$ cat config.mk
export PLATFORM = sky130hd
export DESIGN_NAME = wb_mem_master
export DESIGN_NICKNAME = d
export VERILOG_FILES = /design/src/rtl/wb_mem_master.sv
export SDC_FILE = /design/constraint.sdc
export NUM_CORES = 1
export LEC_CHECK = 0
export ABC_AREA = 1
export CORE_ASPECT_RATIO = 1.75
export CORE_UTILIZATION = 45
export DETAILED_ROUTE_END_ITERATION = 6
export HOLD_SLACK_MARGIN = 0.06
export PLACE_DENSITY_LB_ADDON = 0.2
export REMOVE_ABC_BUFFERS = 1
export SLEW_MARGIN = 20
export SYNTH_ARGS = -nofsm -noshare
export SYNTH_HDL_FRONTEND = slang
export SYNTH_SLANG_ARGS = --single-unit
$ cat constraint.sdc
create_clock -name wb_clk_i -period 2.4 [get_ports wb_clk_i]
set_input_delay 0.6 -clock wb_clk_i [delete_from_list [all_inputs] [get_ports wb_clk_i]]
set_output_delay 0.6 -clock wb_clk_i [all_outputs]
set_load 0.05 [all_outputs]
$ cat src/rtl/wb_mem_master.sv
// Wishbone classic initiator: turns one picorv32 native memory request into a single
// Wishbone transfer, terminated by ack, err or a bounded timeout.
module wb_mem_master #(
  parameter int unsigned TIMEOUT_CYCLES = 256,
  parameter logic [31:0] ERR_DATA       = 32'hFFFF_FFFF
) (
  input  logic        wb_clk_i,
  input  logic        wb_rstn_i,
  input  logic        mem_valid,
  input  logic        mem_instr,
  input  logic [31:0] mem_addr,
  input  logic [31:0] mem_wdata,
  input  logic [3:0]  mem_wstrb,
  output logic        mem_ready,
  output logic [31:0] mem_rdata,
  output logic        mem_error,
  output logic [31:0] wbm_adr_o,
  output logic [31:0] wbm_dat_o,
  output logic [3:0]  wbm_sel_o,
  output logic        wbm_we_o,
  output logic        wbm_cyc_o,
  output logic        wbm_stb_o,
  output logic        wbm_instr_o,
  input  logic [31:0] wbm_dat_i,
  input  logic        wbm_ack_i,
  input  logic        wbm_err_i,
  output logic [7:0]  err_count
);

  typedef enum logic [1:0] {StIdle, StBus, StResp} state_e;

  localparam logic [31:0] TimeoutLast = 32'(TIMEOUT_CYCLES) - 32'd1;

  state_e      state_q, state_d;
  logic [31:0] tcnt_q, tcnt_d;
  logic [31:0] adr_q, adr_d;
  logic [31:0] dat_q, dat_d;
  logic [3:0]  sel_q, sel_d;
  logic        we_q, we_d;
  logic        cyc_q, cyc_d;
  logic        instr_q, instr_d;
  logic        ready_q, ready_d;
  logic        error_q, error_d;
  logic [31:0] rdata_q, rdata_d;
  logic [7:0]  err_cnt_q, err_cnt_d;
  logic        timeout_hit;

  assign timeout_hit = (TIMEOUT_CYCLES != 0) && (tcnt_q == TimeoutLast);

  always_comb begin
    state_d   = state_q;
    tcnt_d    = tcnt_q;
    adr_d     = adr_q;
    dat_d     = dat_q;
    sel_d     = sel_q;
    we_d      = we_q;
    cyc_d     = cyc_q;
    instr_d   = instr_q;
    ready_d   = ready_q;
    error_d   = error_q;
    rdata_d   = rdata_q;
    err_cnt_d = err_cnt_q;

    unique case (state_q)
      StIdle: begin
        if (mem_valid) begin
          adr_d   = mem_addr;
          dat_d   = mem_wdata;
          instr_d = mem_instr;
          we_d    = |mem_wstrb;
          sel_d   = (|mem_wstrb) ? mem_wstrb : 4'b1111;
          cyc_d   = 1'b1;
          tcnt_d  = '0;
          state_d = StBus;
        end
      end
      StBus: begin
        tcnt_d = tcnt_q + 32'd1;
        if (wbm_err_i || wbm_ack_i || timeout_hit) begin
          cyc_d   = 1'b0;
          ready_d = 1'b1;
          state_d = StResp;
          // err outranks ack; timeout only matters when the responder stays silent
          if (wbm_err_i || !wbm_ack_i) begin
            error_d = 1'b1;
            rdata_d = ERR_DATA;
            if (err_cnt_q != 8'hFF) err_cnt_d = err_cnt_q + 8'd1;
          end else if (!we_q) begin
            rdata_d = wbm_dat_i;
          end
        end
      end
      StResp: begin
        ready_d = 1'b0;
        error_d = 1'b0;
        state_d = StIdle;
      end
      default: state_d = StIdle;
    endcase
  end

  always_ff @(posedge wb_clk_i or negedge wb_rstn_i) begin
    if (!wb_rstn_i) begin
      state_q   <= StIdle;
      tcnt_q    <= '0;
      adr_q     <= '0;
      dat_q     <= '0;
      sel_q     <= '0;
      we_q      <= 1'b0;
      cyc_q     <= 1'b0;
      instr_q   <= 1'b0;
      ready_q   <= 1'b0;
      error_q   <= 1'b0;
      rdata_q   <= '0;
      err_cnt_q <= '0;
    end else begin
      state_q   <= state_d;
      tcnt_q    <= tcnt_d;
      adr_q     <= adr_d;
      dat_q     <= dat_d;
      sel_q     <= sel_d;
      we_q      <= we_d;
      cyc_q     <= cyc_d;
      instr_q   <= instr_d;
      ready_q   <= ready_d;
      error_q   <= error_d;
      rdata_q   <= rdata_d;
      err_cnt_q <= err_cnt_d;
    end
  end

  // cyc and stb share one register so they can never diverge
  assign wbm_cyc_o   = cyc_q;
  assign wbm_stb_o   = cyc_q;
  assign wbm_adr_o   = adr_q;
  assign wbm_dat_o   = dat_q;
  assign wbm_sel_o   = sel_q;
  assign wbm_we_o    = we_q;
  assign wbm_instr_o = instr_q;
  assign mem_ready   = ready_q;
  assign mem_error   = error_q;
  assign mem_rdata   = rdata_q;
  assign err_count   = err_cnt_q;

endmodule

==> results.md <==
- Buf/Inv on CP: 1
- Length of the first detailed-routing pass in iterations: 7
- CP endpoint kind: output port
- Worst r2r path cells: 11
- P_sw: ~7.1 mW
- Hold crit path type: in2async
- Register area share after synthesis: 0.528
- Synthesized area per cell: approximately 7.8 um^2
- Routed length per instance: about 15 um
- Ys async rst share: 1.00
- Synth unique cells: 31
- Pre-CTS setup slack: ~0.042 ns
- Outcome: complete, no violations
- Final Setup Violations: 0
- Worst Tran Pin Value: around 0.57 ns
- Core Box Area: around 15000 um^2
- TritonCTS Sinks: around 150
- Unrepaired setup endpoints after global routing: no
- Layout cells sized above 1: 0.0838
- FF-to-FF Start: tcnt_q[0]
- Total wire length: around 19 mm
- Fin crit period: 2.32 ns
- Gr usage total: 0.251
- Final nets: ~1200
- Yosys top cell by area: dfrtp_1
- Maximum vdd drop: 0.952 mV
- Max Buffers Root-to-Sink: 2
- Hold WS: between 0.09 and 0.1 ns
- Initial antenna violation count: 1
- Mapped Cells: 889
- Number of synthesized flops with an enable pin: 0
- Die span in y: around 170 um
- Worst R2R Setup Slack: ~0.29 ns
- Total of max-cap violations: 0
- Clock Skews: 0.00829 ns
- FILL cells: approximately 1200
- Synth top area share: 0.528
- Gpl congestion: slightly below 0.9
- Flop pwr share: 0.277
- CP required: between 1.5 and 2 ns
- DRT iter0 DRCs: 294
- CP Class: reg2out
- Crit-path max FO: 6
- YS warnings: 0
- Crit path max-delay cell type: clkdlybuf4s50_1
- TritonCTS clock tree: yes
- Top Ports: 220
- Final Hold Vio Count: 0
- Vias in the first global route: between 6000 and 7000
- Combinational share of power: 0.538
- Gate family responsible for the most delay along the worst path: buffers and inverters
- Die area: 16000 um^2
- Post-route ant nets: 0
- Level count of the clock H-tree: 4
- Top post-synthesis cells by area: dfrtp_1, nand2_1, nand4_1
- Max Freq: ~430 MHz
- First-pass GRT wire length: about 31 mm
- Worst rel slew slack: 0.619
- Initial core utilization: 0.465
- GRT overflow: 0
- Largest net degree at the start of global routing: approximately 70
- DRC: 0
- Switching Share: 0.488
- CTS Hold Bufs: 0
- CP startpoint: err_count[5]
- Width of the die: 96.1 um
- Worst r2r dst: mem_rdata[17]
- Post-Syn Area: roughly 7000 um^2
- Max stage delay on crit path: around 0.84 ns
- P_int: roughly 7.4 mW
- Cell Rows: around 60
- Synth-to-layout area growth: 43.5%
- Final worst slack: 0.0839 ns
- Reg clk slew, reported paths: around 0.070 ns
- CTS Buf Count: 17
- Synth Flop Type: dfrtp_1
- Crit path arrival time: approximately 1.7 ns
- DP Wirelength: 13.5 mm
- PortBufs: 219
- Nature of the critical path startpoint: flop
- Slew Viols, Final: 0
- Clk pwr share: 0.184
- Worst-skew pair later-pin latency: between 0.4 and 0.5 ns
- Final worst-path cycle share: 0.965
- Leak Pwr: 4.84 nW
- Crit-path cells: clkdlybuf4s50_1
- PwrDens: approximately 1400 nW/um^2
- Routed vias/inst: between 4 and 5
- FF+latch count, synth: around 150
- Root Driver: clkbuf_16
- DR vias: approximately 6500
[worst max-delay path by stage]
stage / to / slack, ns / depth (start not counted)
2_1_floorplan: tcnt_q[12] / -0.93 / 9
3_3_place_gp: tcnt_q[12] / 0.09 / 8
3_5_place_dp: tcnt_q[12] / 0.04 / 8
4_1_cts: err_count[6] / 0.05 / 1
5_1_grt: err_count[5] / 0.02 / 1
6_report: err_count[5] / 0.08 / 1
[cell usage after synthesis (2+ instances only)]
| master | n |
|---|---|
| o21ai_0 | 15 |
| nor2_1 | 67 |
| buf_4 | 6 |
| xnor2_1 | 2 |
| xor2_1 | 5 |
| clkbuf_1 | 26 |
| a21oi_1 | 22 |
| buf_6 | 3 |
| nand2_2 | 2 |
| dfrtp_1 | 147 |
| o22a_1 | 4 |
| buf_1 | 2 |
| inv_1 | 61 |
| ha_1 | 5 |
| nor3_1 | 3 |
| or2_2 | 32 |
| nand3_1 | 33 |
| nand2_1 | 392 |
| nand4_1 | 48 |
| nor4_1 | 2 |
| nor3b_1 | 2 |
[flip-flops by register name, indices dropped and copies added (netlist names), 2 cells and up]
name and cells:
err_count 8, mem_rdata 32, state_q 2, tcnt_q 32
wbm_adr_o 32, wbm_dat_o 32, wbm_sel_o 4
[per-layer routing]
metal	track usage	vias up	wire (um)
li1	-	3228	-
met1	0.271	3025	7250
met2	0.438	218	9940
met3	0.0781	41	1360
met4	0.113	0	631
met5	0	-	0
[what timing repair did]
action	in CTS	in global routing
hold endpoints to repair	0	0
setup endpoints to repair	0	1
gates resized for setup	0	1
buffers inserted	0	0
[cell type report]
cell class | instances | area [um^2] | share of cell area
tap | 183 | 229 | 0.0229
multi-input combinational | 642 | 2880 | 0.287
clock buffer | 17 | 425 | 0.0425
timing repair buffer | 239 | 2400 | 0.239
sequential | 147 | 3680 | 0.368
clock inverter | 15 | 165 | 0.0165
antenna | 1 | 2.50 | 0.000250
inverter | 62 | 233 | 0.0233
[layout by cell type, fill, tap and decap left out, types with 15 or more instances in the layout]
cell type / synthesis / layout
a21oi_1: 22 / 22
buf_4: 6 / 16
clkbuf_16: 0 / 17
clkdlybuf4s50_1: 0 / 217
dfrtp_1: 147 / 147
inv_1: 61 / 61
nand2_1: 392 / 391
nand3_1: 33 / 33
nand4_1: 48 / 48
nor2_1: 67 / 67
o21ai_0: 15 / 15
or2_2: 32 / 32
[through the flow]
step	area [um^2]	power [mW]	std cells	TNS [ns]	utilization
after floorplan	6780	8.97	851	-48.57	-
after global placement	9410	11.8	1273	0	0.628
after detailed placement	9410	11.9	1273	0	0.628
after CTS	10000	14.6	1305	0	0.667
after global routing	10000	15.3	1306	0	0.668
final	10000	14.5	1306	0	0.668
[power groups by stage]
stage	clock (mW)	combinational [mW]	sequential (mW)
after floorplan	0	1.77	7.20
after global placement	0	7.77	4.02
after detailed placement	0	7.84	4.02
after CTS	2.71	7.86	4.02
after global routing	2.82	8.30	4.14
final	2.67	7.80	4.02
[cell families after synthesis]
kind of cell / count (synthesis) / synth area share
buf+inv: 100 / 0.0605
compound gates: 44 / 0.0343
fa+ha+maj: 5 / 0.00897
simple gates: 586 / 0.360
xor+xnor: 7 / 0.00879
flops: 147 / 0.528
(Power assumes the default switching activity.)
